File: config.mk
export PLATFORM = sky130hd
export DESIGN_NAME = ps2_key_sequencer
export DESIGN_NICKNAME = d
export VERILOG_FILES = /design/src/rtl/ps2_pkg.sv /design/src/rtl/ps2_event_fifo.sv /design/src/rtl/ps2_key_sequencer.sv
export SDC_FILE = /design/constraint.sdc
export NUM_CORES = 1
export LEC_CHECK = 0
export ABC_AREA = 0
export CAP_MARGIN = 0
export CORE_ASPECT_RATIO = 1.4
export CORE_UTILIZATION = 40
export DETAILED_ROUTE_END_ITERATION = 10
export MAX_ROUTING_LAYER = met4
export PLACE_DENSITY_LB_ADDON = 0.25
export SYNTH_ARGS = -nofsm -noshare
export SYNTH_HDL_FRONTEND = slang
export SYNTH_SLANG_ARGS = --single-unit
File: constraint.sdc
create_clock -name CLK -period 3.53 [get_ports CLK]
set_input_delay 0.353 -clock CLK [delete_from_list [all_inputs] [get_ports CLK]]
set_output_delay 0.353 -clock CLK [all_outputs]
set_load 0.05 [all_outputs]
File: src/rtl/ps2_pkg.sv
// Shared constants and types for the PS/2 key sequencer: protocol bytes,
// parser states and the key-event record.
package ps2_pkg;

    localparam logic [7:0] ByteE0 = 8'hE0;
    localparam logic [7:0] ByteF0 = 8'hF0;
    localparam logic [7:0] ByteFa = 8'hFA;
    localparam logic [7:0] ByteAa = 8'hAA;
    localparam logic [7:0] ByteEe = 8'hEE;
    localparam logic [7:0] Byte00 = 8'h00;
    localparam logic [7:0] ByteFf = 8'hFF;

    typedef enum logic [1:0] {
        StIdle,
        StGotE0,
        StGotF0,
        StGotE0F0
    } parse_state_e;

    typedef struct packed {
        logic       ext;
        logic       brk;
        logic [7:0] code;
    } key_event_t;

    function automatic logic is_prefix(input logic [7:0] b);
        return (b == ByteE0) || (b == ByteF0);
    endfunction

    // ACK, self-test pass and echo replies carry no key information.
    function automatic logic is_reply(input logic [7:0] b);
        return (b == ByteFa) || (b == ByteAa) || (b == ByteEe);
    endfunction

    function automatic logic is_overrun(input logic [7:0] b);
        return (b == Byte00) || (b == ByteFf);
    endfunction

endpackage

File: src/rtl/ps2_event_fifo.sv
// Show-ahead synchronous FIFO for key events; a pop in the same cycle frees
// room for a push into a full buffer.
module ps2_event_fifo
    import ps2_pkg::*;
#(
    parameter int unsigned FIFO_DEPTH = 4
) (
    input  logic                          clk_i,
    input  logic                          rst_ni,
    input  logic                          push_i,
    input  key_event_t                    push_data_i,
    input  logic                          pop_i,
    output key_event_t                    head_o,
    output logic [$clog2(FIFO_DEPTH):0]   count_o,
    output logic                          empty_o,
    output logic                          push_dropped_o
);

    localparam int unsigned PtrW = $clog2(FIFO_DEPTH);
    localparam int unsigned CntW = PtrW + 1;

    key_event_t      mem_q [FIFO_DEPTH];
    key_event_t      mem_d [FIFO_DEPTH];
    logic [PtrW-1:0] wr_ptr_q, wr_ptr_d;
    logic [PtrW-1:0] rd_ptr_q, rd_ptr_d;
    logic [CntW-1:0] count_q, count_d;
    logic            empty, full, do_push, do_pop;

    assign empty   = (count_q == '0);
    assign full    = (count_q == CntW'(FIFO_DEPTH));
    assign do_pop  = pop_i && !empty;
    assign do_push = push_i && (!full || do_pop);

    always_comb begin
        mem_d    = mem_q;
        wr_ptr_d = wr_ptr_q;
        rd_ptr_d = rd_ptr_q;
        count_d  = count_q;
        if (do_push) begin
            mem_d[wr_ptr_q] = push_data_i;
            wr_ptr_d        = wr_ptr_q + 1'b1;
        end
        if (do_pop) begin
            rd_ptr_d = rd_ptr_q + 1'b1;
        end
        if (do_push && !do_pop) begin
            count_d = count_q + 1'b1;
        end else if (do_pop && !do_push) begin
            count_d = count_q - 1'b1;
        end
    end

    always_ff @(posedge clk_i) begin
        mem_q <= mem_d;
    end

    always_ff @(posedge clk_i or negedge rst_ni) begin
        if (!rst_ni) begin
            wr_ptr_q <= '0;
            rd_ptr_q <= '0;
            count_q  <= '0;
        end else begin
            wr_ptr_q <= wr_ptr_d;
            rd_ptr_q <= rd_ptr_d;
            count_q  <= count_d;
        end
    end

    // Storage is not reset, so the head reads as zero whenever nothing is buffered.
    assign head_o         = empty ? '0 : mem_q[rd_ptr_q];
    assign count_o        = count_q;
    assign empty_o        = empty;
    assign push_dropped_o = push_i && !do_push;

endmodule

File: src/rtl/ps2_key_sequencer.sv
// Turns the raw PS/2 scan-byte stream into make/break key events with
// prefix parsing, inter-byte timeout, typematic repeat filtering and buffering.
module ps2_key_sequencer
    import ps2_pkg::*;
#(
    parameter int unsigned TIMEOUT_CYCLES = 2_000_000,
    parameter int unsigned FIFO_DEPTH     = 4
) (
    input  logic       CLK,
    input  logic       reset,
    input  logic       rx_done_tick,
    input  logic [7:0] rx_data,
    input  logic       repeat_filter_en,
    output logic       rx_en,
    output logic       ev_valid,
    input  logic       ev_ready,
    output logic [7:0] ev_code,
    output logic       ev_ext,
    output logic       ev_break,
    output logic       seq_error
);

    localparam int unsigned TmoW = (TIMEOUT_CYCLES > 1) ? $clog2(TIMEOUT_CYCLES) : 1;
    localparam int unsigned CntW = $clog2(FIFO_DEPTH) + 1;

    parse_state_e    state_q, state_d;
    logic [TmoW-1:0] tmo_cnt_q, tmo_cnt_d;
    logic            held_valid_q, held_valid_d;
    logic            held_ext_q, held_ext_d;
    logic [7:0]      held_code_q, held_code_d;
    logic            seq_error_q, seq_error_d;

    logic            timeout, parse_err, cand_valid, held_match, emit, pop, push_dropped;
    logic            fifo_empty;
    logic [CntW-1:0] count;
    key_event_t      cand, head;

    // Inter-byte timer only runs while a prefix is pending; any byte restarts it.
    always_comb begin
        timeout   = 1'b0;
        tmo_cnt_d = tmo_cnt_q + 1'b1;
        if (rx_done_tick || state_q == StIdle) begin
            tmo_cnt_d = '0;
        end else if (tmo_cnt_q == TmoW'(TIMEOUT_CYCLES - 1)) begin
            timeout   = 1'b1;
            tmo_cnt_d = '0;
        end
    end

    always_ff @(posedge CLK or negedge reset) begin
        if (!reset) begin
            state_q <= StIdle;
        end else begin
            state_q <= state_d;
        end
    end

    always_comb begin
        state_d = state_q;
        if (rx_done_tick) begin
            unique case (state_q)
                StIdle: begin
                    if (rx_data == ByteE0) begin
                        state_d = StGotE0;
                    end else if (rx_data == ByteF0) begin
                        state_d = StGotF0;
                    end
                end
                StGotE0: begin
                    if (rx_data == ByteF0) begin
                        state_d = StGotE0F0;
                    end else if (rx_data != ByteE0) begin
                        state_d = StIdle;
                    end
                end
                default: state_d = StIdle;
            endcase
        end else if (timeout) begin
            state_d = StIdle;
        end
    end

    always_comb begin
        cand_valid = 1'b0;
        parse_err  = 1'b0;
        cand       = '{ext: 1'b0, brk: 1'b0, code: rx_data};
        if (rx_done_tick) begin
            unique case (state_q)
                StIdle: begin
                    if (is_overrun(rx_data)) begin
                        parse_err = 1'b1;
                    end else if (!is_prefix(rx_data) && !is_reply(rx_data)) begin
                        cand_valid = 1'b1;
                    end
                end
                StGotE0: begin
                    if (rx_data == ByteE0) begin
                        parse_err = 1'b1;
                    end else if (rx_data != ByteF0) begin
                        cand_valid = 1'b1;
                        cand.ext   = 1'b1;
                    end
                end
                default: begin
                    if (is_prefix(rx_data)) begin
                        parse_err = 1'b1;
                    end else begin
                        cand_valid = 1'b1;
                        cand.brk   = 1'b1;
                        cand.ext   = (state_q == StGotE0F0);
                    end
                end
            endcase
        end
    end

    // Held key tracks the last make; a matching break releases it.
    always_comb begin
        held_valid_d = held_valid_q;
        held_ext_d   = held_ext_q;
        held_code_d  = held_code_q;
        emit         = 1'b0;
        held_match   = held_valid_q && (held_ext_q == cand.ext) && (held_code_q == cand.code);
        if (cand_valid) begin
            if (cand.brk) begin
                emit = 1'b1;
                if (held_match) begin
                    held_valid_d = 1'b0;
                end
            end else if (!(repeat_filter_en && held_match)) begin
                emit         = 1'b1;
                held_valid_d = 1'b1;
                held_ext_d   = cand.ext;
                held_code_d  = cand.code;
            end
        end
    end

    assign seq_error_d = parse_err || timeout || push_dropped;

    always_ff @(posedge CLK or negedge reset) begin
        if (!reset) begin
            tmo_cnt_q    <= '0;
            held_valid_q <= 1'b0;
            held_ext_q   <= 1'b0;
            held_code_q  <= '0;
            seq_error_q  <= 1'b0;
        end else begin
            tmo_cnt_q    <= tmo_cnt_d;
            held_valid_q <= held_valid_d;
            held_ext_q   <= held_ext_d;
            held_code_q  <= held_code_d;
            seq_error_q  <= seq_error_d;
        end
    end

    assign pop = ev_valid && ev_ready;

    ps2_event_fifo #(
        .FIFO_DEPTH(FIFO_DEPTH)
    ) u_fifo (
        .clk_i          (CLK),
        .rst_ni         (reset),
        .push_i         (emit),
        .push_data_i    (cand),
        .pop_i          (pop),
        .head_o         (head),
        .count_o        (count),
        .empty_o        (fifo_empty),
        .push_dropped_o (push_dropped)
    );

    // Keep one slot free for a byte the receiver may already be shifting in.
    assign rx_en     = (count <= CntW'(FIFO_DEPTH - 2));
    assign ev_valid  = !fifo_empty;
    assign ev_code   = head.code;
    assign ev_ext    = head.ext;
    assign ev_break  = head.brk;
    assign seq_error = seq_error_q;

endmodule
After elaboration in Yosys (flattened, before gate mapping)
Index checks and enable logic that the tools add are counted.
{"block": "totals", "mem_bits_ro": 0, "regBits": 81, "input_bits": 13, "ram_bits": 0, "word_cells": 128, "n_memories": 0, "output_inout_bits": 13, "latch_bits": 0}
{"block": "classes", "n_reduce_logical": 34, "mux": 42, "bitwise": 4, "add_sub_neg": 5, "eq_ne": 18, "n_shift": 0, "mul": 0, "n_div": 0, "n_lt_le_gt_ge": 4}
{"operator": "8-bit equality test (second input constant)", "n": 6}
{"operator": "21-bit two-way mux", "n": 2}
{"operator": "40-bit bitwise mux", "n": 1}
{"operator": "10-bit two-way mux", "n": 4}
{"operator": "21-bit by 1-bit adder with 21-bit output (second input constant)", "n": 1}
{"operator": "21-bit equality test (second input constant)", "n": 1}
{"operator": "10-bit binary-select mux with 2-bit select", "n": 1}
{"operator": "10-bit demux with 2-bit select", "n": 1}
{"operator": "1-bit two-way mux", "n": 19}
{"operator": "2-bit two-way mux", "n": 8}
{"operator": "8-bit inequality test (second input constant)", "n": 2}
{"operator": "1-bit logical AND", "n": 11}
{"operator": "3-bit AND reduction", "n": 3}
{"operator": "8-bit equality test", "n": 1}
{"operator": "8-bit logical NOT", "n": 1}
{"operator": "1-bit logical OR", "n": 8}
{"operator": "3-bit >= comparator (second input constant)", "n": 2}
{"operator": "1-bit logical NOT", "n": 6}
{"operator": "3-bit two-way mux", "n": 2}
{"operator": "2-bit NOT with 3-bit output", "n": 2}
{"operator": "1-bit case mux with 2 select lines", "n": 3}
{"operator": "2-bit by 1-bit adder with 2-bit output (second input constant)", "n": 2}
{"operator": "4-bit by 2-bit inequality test with 1-bit output (second input constant)", "n": 1}
{"operator": "4-bit inequality test (second input constant)", "n": 1}
{"operator": "other kinds (16)", "n": 18}

Depth between registers and ports, before layout
{"block": "depth", "ltp_word": 17, "ltp_mapped": 12, "ltp_nobuf": 11}

By module
From an unflattened synthesis, not the netlist that was laid out.
{"block": "unflattened", "hier_cells": 285, "area_unflattened_um2": 3808.7}
{"mod": "ps2_event_fifo", "cells_each": 100, "n_inst": 1, "area_each_um2": 1968.1, "seq_area_each_um2": 1376.3}
{"mod": "ps2_key_sequencer", "cells_each": 185, "n_inst": 1, "area_each_um2": 1840.5, "seq_area_each_um2": 850.8}

Least setup slack after synthesis
OpenSTA, ideal clock, no wires.
{"block": "synth_timing", "path_type": "input-to-reg", "from": "input port rx_data[0]", "to": "register u_fifo.count_q[2] (netlist: u_fifo.count_o[2])", "path_buffers": 0, "arrival_ns": 2.628, "setup_time_ns": 0.079, "path_slack_ns": 0.823, "stages": 11, "required_time_ns": 3.451, "path_cell_list": "nor4_2 -> a41oi_2 -> xor2_1 -> o311ai_4 -> a21oi_2 -> ha_1 -> inv_1 -> fa_1 -> xor2_1 -> nor2_1 -> xor2_1"}
{"element": "start: declaration", "line": "ps2_key_sequencer.sv:12", "text": "input logic [7:0] rx_data,"}
{"element": "end signal: assignment", "line": "ps2_event_fifo.sv:65", "text": "count_q <= count_d;"}
{"element": "end: declaration", "line": "ps2_event_fifo.sv:26", "text": "logic [CntW-1:0] count_q, count_d;"}

==> results.yml <==
sta:
  rsz0062_at_grt: "no"
  min_period_over_period: 0.8845
  tightest_slew_ps: 936.9
  finalSetupViolCount: 0
  finalMaxSlewViolations: 0
  skew_ps: 7.778
  holdWs_ps: 152.2
  finalHoldViolations: 0
  min_period_ps: 3122
  slew_headroom: 0.3754
  max_freq_mhz: 320.3
  setup_tns_ps: 0
final_layout:
  syn_to_final_growth_pct: 19.76
  instances_no_fill: 431
  drive_gt1_frac: 0.1667
  nets: 339
  diodes: 0
critical_path:
  start_kind: "primary input"
  path_class: "primary input to flip-flop"
  worstPathMaxFanout: 8
  crit_required_ps: 3800
  crit_top_cell: "xor2_1"
  max_stage_delay_ps: 560
  worstPathCellList: "clkdlybuf4s50_1 > nor4_2 > a41oi_2 > xor2_1 > o311ai_4 > a21oi_2 > ha_1 > inv_1 > fa_1 > xor2_1 > nor2_1 > xor2_1"
  r2r_slack_ps: 920
  rr_worst_depth: 9
  end_kind: "flip-flop"
  arrival_ps: 3390
  critPathSlowestCell: "clkdlybuf4s50_1"
place:
  placed_cells: 415
  dp_hpwl_um: 4678
  gp_congestion: 0.7748
  port_buffers: 25
route:
  vias_per_cell: 5.102
  drc: 0
  final_antenna_net_count: 0
  drtIter0Drc: 80
  first_pass_iters: 4
  avgRoutedWirePerCell_um: 15.32
  vias: 2199
  wl_um: 6601
cts:
  ctsHoldBuffers: 0
  cts_buffers: 9
  insertion_delay_ps: 340
  cts-root-buf: "clkbuf_16"
  clk_path_buf_depth: 2
  cts_tree: "yes"
  cts_setup_buffers: 0
  clk_pin_slew_ps: 60
  cts-htree-levels: 3
  clock_sinks: 81
  cts_resized: 0
synth:
  synth_edf_count: 40
  async_flop_share: 0.5062
  synth_cell_type_count: 43
  yosys-top-cells-count: "41 x dfrtp_1, 40 x edfxtp_1, 32 x nor2_1"
  synth_warnings: 0
  synth_area_um2: 3717
  syn_inst: 280
  ys_seq_elements: 81
  ys_seq_area_frac: 0.5991
  synth_nets: 300
  synth.top_cell.area_share: 0.3231
  synth_area_leaders: "edfxtp_1 32%, dfrtp_1 28%, mux4_2 6.1%, xor2_1 4.9%, xnor2_1 3.3%"
  avgSynthCellArea_um2: 13.28
  ys.flop_type: "dfrtp_1"
  yosysTopAreaCell: "edfxtp_1"
  yosysMostFrequentCell: "dfrtp_1"
die:
  coreArea_um2: 9029
  die-area_um2: 9689
  fp-row-count: 41
  die_y_um: 116.1
  ios: 26
  start_util: 0.4117
  die_w_um: 83.48
global_route:
  grtUsageMet2: 0.2721
  busiest_layer: "met2"
  grtUsageMet1: 0.1781
  first_global_vias: 2242
  grt_max_degree: 42
  grtUsageMet3: 0.02350
  grt_pass1_wl_um: 11340
  overflow: 0
  track_usage: 0.1606
  antenna_found_initial: 0
flow_run:
  max_cap_viol_count: 0
outcome:
  status: "finished, final reports clean"
pwr:
  p_comb_frac: 0.339
  p_sw_frac: 0.3337
  leakage_nw: 1.664
  cellPowerDensity_nw_per_um2: 738.5
  p_sw_w: 0.001097
  seqPwrFrac: 0.379
  p_int_w: 0.002191
  pwr-share-clk: 0.281
  ir_drop_mv: 0.4652
hold_path:
  min_path_type: "primary input to async pin"
[final cells by class]
type,count,area (µm²)
Clock buffer,12,246.5
Multi-Input combinational cell,179,1411
Fill cell,818,4577
Inverter,10,37.54
Tap cell,107,133.9
Sequential cell,81,2227
Clock inverter,4,52.55
Timing Repair Buffer,38,342.8
[sequential cells by signal (all words and copies together) (netlist names)]
signal / flops
state_q: 2
u_fifo.count_o: 3
held_ext_q: 1
held_valid_q: 1
u_fifo.mem_q: 40
seq_error: 1
u_fifo.rd_ptr_q: 2
held_code_q: 8
u_fifo.wr_ptr_q: 2
tmo_cnt_q: 21
[routing by layer]
metal,share of wire,vias to the layer above,routed length (µm)
met5,0,-,0
met3,0.033,13,219
met2,0.51,42,3357
met4,0.029,0,191
li1,-,1082,-
met1,0.43,1062,2833
[power by group through the flow]
stage	logic, W	registers [W]	clock network, W
after detailed placement	0.00114	0.00127	0
after floorplan	0.000815	0.00123	0
final	0.00112	0.00125	0.000925
after global placement	0.00113	0.00126	0
after global routing	0.00120	0.00127	0.000982
after CTS	0.00114	0.00125	0.000950
[cell usage in the layout (no fill, tap or decap), drive strengths merged, types with 2 or more instances in the layout]
cell and instances:
and2 15, nand4 8, nor3 6, or3 2
xor2 21, nor4b 2, nor4 6, dfrtp 41
clkinv 3, ha 6, a21oi 3, mux2 11
nor2 33, edfxtp 40, clkbuf 12, inv 10
clkdlybuf4s50 24, o21ai 4, buf 14, a21o 2
nand2 12, o31ai 2, nand3 8, mux4 10
xnor2 14
[worst paths after layout]
path / startpoint / end
max: rx_data[1] / u_fifo.count_o[2]
min: reset / tmo_cnt_q[19]
max reg2reg: held_code_q[0] / u_fifo.count_o[1]
min reg2reg: tmo_cnt_q[0] / tmo_cnt_q[0]
max in group asynchronous: reset / held_code_q[5]
min in group CLK: tmo_cnt_q[0] / tmo_cnt_q[0]
[critical path, delay by kind of cell]
family | cells | cell delay [ps]
buf+inv | 2 | 620
simple gates | 2 | 550
xor+xnor | 3 | 620
compound gates | 3 | 630
fa+ha+maj | 2 | 610
[cells by family after synthesis]
| logic type | count (synthesis) | synth area share |
|---|---|---|
| adders and majority gates | 7 | 0.02558 |
| buffers and inverters | 20 | 0.02120 |
| muxes | 21 | 0.09391 |
| and+or+nand+nor | 99 | 0.1390 |
| xor gates and xnor gates | 35 | 0.08247 |
| AOI/OAI and AO/OA | 17 | 0.03871 |
| DFF | 81 | 0.5991 |
[per-stage QoR]
step           total power, W  worst slack (ps)  cell area [µm²]    util
2_1_floorplan        0.002043             822.5             3717       -
4_1_cts              0.003339             404.6             4452  0.4931
6_report             0.003288             407.6             4452  0.4931
3_5_place_dp         0.002405             59.02             4153  0.4600
3_3_place_gp         0.002395             143.6             4153  0.4600
5_1_grt              0.003445             168.6             4452  0.4931
Note: power is estimated with default switching activity, not from simulation.
==> edit 1, RTL diff (config.mk and constraints unchanged) <==
The output `seq_error` loses its register stage (`seq_error_q` becomes a continuous assignment).
--- a/src/rtl/ps2_key_sequencer.sv
+++ b/src/rtl/ps2_key_sequencer.sv
@@ -144,15 +144,15 @@
             held_valid_q <= 1'b0;
             held_ext_q   <= 1'b0;
             held_code_q  <= '0;
-            seq_error_q  <= 1'b0;
         end else begin
             tmo_cnt_q    <= tmo_cnt_d;
             held_valid_q <= held_valid_d;
             held_ext_q   <= held_ext_d;
             held_code_q  <= held_code_d;
-            seq_error_q  <= seq_error_d;
         end
     end
+
+    assign seq_error_q = seq_error_d;
 
     assign pop = ev_valid && ev_ready;
 
Formal check against the unedited RTL: not equivalent (a bounded check fails within 4 cycles, from zero or initial values and one cycle with reset low).
==> edit 1 against the unedited design <==
Cell area down 0.70%; count of clock-buffer cells in the layout shrank 3; sequential cell count decreased by 1; cell count fell by 0.23%; synthesized area shrank 0.67%; via count grew 1.2%; worst setup slack worse by 0.079 ns; routed wire length rose by 1.3%; power fell by 0.54%; register-to-register slack got worse by 0.08 ns; clock power is 2% lower; critical endpoint unchanged; highest routed layer unchanged.
==> edit 1: results (changes against the unedited design) <==
Run status
  – Status: complete, no violations (unchanged)

Placement
  – DP Cell Count: 414 (was 415)
  – Port buffer count: 25 (unchanged)
  – GPL Wtd Cong: 0.8163 (was 0.7748)
  – HPWL after detailed placement: 4685 um (was 4678 um)

Detailed routing
  – Met3 WL post-DR: 199 um (was 219 um)
  – WL final: 6688 um (was 6601 um)
  – Wl on met1: 2867 um (was 2833 um)
  – Met2 WL: 3525 um (was 3357 um)
  – Vias/cell: 5.177 (was 5.102)
  – Average wire per standard cell: 15.55 um (was 15.32 um)
  – Initial DRC Count: 134 (was 80)

Synthesis
  – Post-Syn Nets: 299 (was 300)
  – Post-synth EDFFs: 40 (unchanged)
  – Most frequent cells after synthesis: dfrtp_1 (40), edfxtp_1 (40), nor2_1 (32), xor2_1 (21) (was dfrtp_1 (41), edfxtp_1 (40), nor2_1 (32), xor2_1 (21))
  – Ys async rst share: 50.00% (was 50.62%)
  – Sequential-to-total area share from yosys stat: 59.64% (was 59.91%)
  – Cells after synthesis: 279 (was 280)
  – Largest cells by area after synthesis: edfxtp_1 (33%), dfrtp_1 (27%), mux4_2 (6.1%) (was edfxtp_1 (32%), dfrtp_1 (28%), mux4_2 (6.1%))

Global route
  – All-Layer GR Usage: 15.75% (was 16.06%)
  – Pin count of the biggest net entering global routing: 41 (was 42)
  – Vias in the first global route: 2,267 (was 2,242)
  – First-pass GRT wire length: 11,210 um (was 11,340 um)

Final layout
  – # diodes: 0 (unchanged)
  – Share of post-route cells with drive strength above 1: 17.34% (was 16.67%)
  – Fin nets: 338 (was 339)

Power and ir drop
  – VDD IR max: 0.6059 mV (was 0.4652 mV)
  – Sw Ratio: 34.08% (was 33.37%)
  – Lkg Pwr: 0.001641 uW (was 0.001664 uW)

Timing
  – Normalized max-slew margin: 38.33% (was 37.54%)
  – Clock Skew: 0.005774 ns (was 0.007778 ns)

Worst setup path
  – CP arrival: 3.46 ns (was 3.39 ns)
  – R2R Setup Slk: 0.84 ns (was 0.92 ns)

Clocking
  – CTS Buffer Depth: 2 (unchanged)
  – Resized Gates After CTS: 0 (unchanged)
[edit 1: worst reg2reg max path, cell delays in order, from the launching register on]
cell,delay [ns]
dfrtp_1,0.38
xor2_1,0.15
nor4_1,0.31
nand4_1,0.25
o311ai_4,0.32
a21oi_2,0.17
ha_1,0.26
inv_1,0.08
fa_1,0.42
mux2_2,0.27
[edit 1: logic make-up after synthesis]
logic type / share of synthesized area [%]
adder cells (fa/ha/maj): 2.575
multiplexers: 9.455
buffers and inverters: 2.135
XOR/XNOR: 8.302
AO/OA/AOI/OAI: 3.897
AND/OR/NAND/NOR: 14.00
flip-flops: 59.64
[edit 1: stage by stage]
| step | setup slack [ns] | hold slack [ns] | cell area [sq um] |
|---|---|---|---|
| floorplan | 0.8225 | 0.05741 | 3692 |
| global placement | 0.1262 | 0.4730 | 4125 |
| detailed placement | -0.009697 | 0.4796 | 4125 |
| CTS | 0.3328 | 0.1977 | 4420 |
| global route | 0.06649 | 0.2491 | 4420 |
| finish | 0.3289 | 0.1591 | 4420 |
[edit 1: per-layer routing]
layer | up-vias | GRT usage [%]
li1 | 1075 | -
met1 | 1108 | 17.41
met2 | 36 | 27.76
met3 | 7 | 3.276
met4 | 0 | 6.552
met5 | - | -
[edit 1: power groups by stage]
| stage | registers, uW | logic (uW) | clock network [uW] |
|---|---|---|---|
| CTS | 1270 | 1120 | 932 |
| global route | 1290 | 1180 | 961 |
| detailed placement | 1290 | 1110 | 0 |
| floorplan | 1210 | 820 | 0 |
| finish | 1260 | 1100 | 909 |
| global placement | 1280 | 1110 | 0 |
[edit 1: final timing paths]
path                                 from                end  cells past startpoint
max                            rx_data[1]  u_fifo.count_o[2]                     12
min                                 reset      tmo_cnt_q[19]                      1
max reg2reg                held_code_q[0]  u_fifo.count_o[1]                      9
min reg2reg                  tmo_cnt_q[0]       tmo_cnt_q[0]                      1
max in group asynchronous           reset     held_code_q[1]                      1
min in group CLK             tmo_cnt_q[0]       tmo_cnt_q[0]                      1
[edit 1: layout make-up]
class | count | area (sq um)
clock inverters | 7 | 70.07
well taps | 107 | 133.9
multi-input cells | 179 | 1411
fillers | 791 | 4557
flip-flops and latches | 80 | 2202
clock buffers | 9 | 225.2
repair buffers | 38 | 340.3
inverters | 10 | 37.54
==> edit 2, RTL diff (same settings) <==
Made on the original files. `FIFO_DEPTH` is set to 4 in 2 places; all go to 8.
--- a/src/rtl/ps2_event_fifo.sv
+++ b/src/rtl/ps2_event_fifo.sv
@@ -3,7 +3,7 @@
 module ps2_event_fifo
     import ps2_pkg::*;
 #(
-    parameter int unsigned FIFO_DEPTH = 4
+    parameter int unsigned FIFO_DEPTH = 8
 ) (
     input  logic                          clk_i,
     input  logic                          rst_ni,
--- a/src/rtl/ps2_key_sequencer.sv
+++ b/src/rtl/ps2_key_sequencer.sv
@@ -4,7 +4,7 @@
     import ps2_pkg::*;
 #(
     parameter int unsigned TIMEOUT_CYCLES = 2_000_000,
-    parameter int unsigned FIFO_DEPTH     = 4
+    parameter int unsigned FIFO_DEPTH     = 8
 ) (
     input  logic       CLK,
     input  logic       reset,
Formal check against the unedited RTL: not equivalent (a bounded check fails within 4 cycles, from zero or initial values and one cycle with reset low).
==> edit 2 against the unedited design <==
Count of clock-buffer cells in the layout up 5; synthesized area up 47%; sequential share of layout area up 2.5 points; cell area up 50%; non-clock buffer count up 9; routed wire length up 61%; worst setup slack worse by 0.10 ns; sequential power up 54%; sequential cell count up 43; critical path depth up 3; synthesized cell count up 28%; die area up 45%; power up 64%; worst hold slack worse by 0.041 ns; critical path type unchanged.
==> edit 2: results (changes against the unedited design) <==
Run status
  – Status: complete, no violations (unchanged)

Global route
  – M1 GR Usage: 19.14% (was 17.81%)
  – Vias in the first global route: 3,308 (was 2,242)
  – Pin count of the biggest net entering global routing: 45 (was 42)
  – First-pass GRT wire length: 17,090 um (was 11,340 um)
  – M2 GR Usage: 29.09% (was 27.21%)
  – Met3 Use GR: 5.090% (was 2.350%)

Synthesis
  – Sequential-to-total area share from yosys stat: 64.32% (was 59.91%)
  – Post-Synth Adder-Cell Area: 1.746% (was 2.558%)
  – Cells after synthesis: 357 (was 280)
  – Synth unique cells: 45 (was 43)
  – Post-Syn Nets: 377 (was 300)
  – Largest cells by area after synthesis: edfxtp_1 (44%), dfrtp_1 (20%), mux4_2 (8.3%) (was edfxtp_1 (32%), dfrtp_1 (28%), mux4_2 (6.1%))
  – Post-synth EDFFs: 80 (was 40)
  – XOR/XNOR Fraction of Synth Area: 6.088% (was 8.246%)
  – Compound-Gate Fraction of Synth Area: 3.653% (was 3.871%)
  – Post-synth top flop: edfxtp_1 (was dfrtp_1)

Detailed routing
  – Initial DRC Count: 135 (was 80)
  – Met2 WL: 5774 um (was 3357 um)
  – Routed via count: 3,096 (was 2,199)
  – Vias/cell: 5.100 (was 5.102)
  – WL final: 10,600 um (was 6601 um)
  – Met3 WL post-DR: 330 um (was 219 um)

Final layout
  – Fin nets: 432 (was 339)
  – Share of post-route cells with drive strength above 1: 22.12% (was 16.67%)
  – Largest registers: u_fifo.mem_q: 80 flops, tmo_cnt_q: 21 flops, held_code_q: 8 flops (was u_fifo.mem_q: 40 flops, tmo_cnt_q: 21 flops, held_code_q: 8 flops)

Timing
  – Crit path time final: 3.226 ns (was 3.122 ns)
  – Clock Skew: 0.005100 ns (was 0.007778 ns)
  – Hold Worst Slack: 0.1113 ns (was 0.1522 ns)
  – Worst Max-Slew Pin Slew: 1.070 ns (was 0.9369 ns)
  – Final Hold Viols: 0 (unchanged)

Worst setup path
  – R2R Setup Slk: 0.62 ns (was 0.92 ns)
  – Worst reg2reg path depth: 14 (was 9)
  – Worst r2r src: held_code_q[3] (was held_code_q[0])
  – Setup crit start: rx_data[0] (was rx_data[1])
  – CP Capture Point: u_fifo.count_o[3] (was u_fifo.count_o[2])
  – Slowest Stage Delay on Critical Path: 0.59 ns (was 0.56 ns)

Power and ir drop
  – Clk pwr: 1810 uW (was 925 uW)
  – Share of total power in combinational logic: 30.8% (was 33.9%)
  – Lkg Pwr: 0.002391 uW (was 0.001664 uW)
  – Comb. pwr: 1660 uW (was 1120 uW)
  – VDD IR max: 0.3330 mV (was 0.4652 mV)
  – Sw Ratio: 32.25% (was 33.37%)

Placement
  – HPWL after detailed placement: 7160 um (was 4678 um)
  – GPL Wtd Cong: 0.8102 (was 0.7748)
  – Cell Area, Placed: 6042 sq um (was 4153 sq um)

Clocking
  – TritonCTS Buffers: 17 (was 9)
  – Latest clock arrival within the worst-skew pair: 0.41 ns (was 0.34 ns)
  – Max H-tree Level: 4 (was 3)
edit 2: changes by cell type after synthesis, moves of 3 or more:
cell       before  now
edfxtp_1       40   80
and2_1         14    0
nor2_1         32   45
mux2i_1         0   10
mux4_2         10   20
nand2_1        12   17
and3_1          1    5
dfrtp_1        41   44
inv_1          10    7
o2111ai_1       0    3
o21ai_0         4    7
edit 2: critical path, delay by kind of cell:
family / cells / cell delay [ns]
AO/OA/AOI/OAI: 4 / 0.74
XOR/XNOR: 3 / 0.49
adder cells (fa/ha/maj): 2 / 0.44
buffers and inverters: 3 / 0.77
AND/OR/NAND/NOR: 3 / 0.72
edit 2: layout make-up:
| class | instances | area [sq um] |
|---|---|---|
| Clock buffer | 17 | 425.4 |
| Tap cell | 182 | 227.7 |
| Inverter | 7 | 26.28 |
| Sequential cell | 124 | 3503 |
| Multi-Input combinational cell | 215 | 1874 |
| Clock inverter | 15 | 196.4 |
| Timing Repair Buffer | 47 | 410.4 |
| Fill cell | 1120 | 6661 |
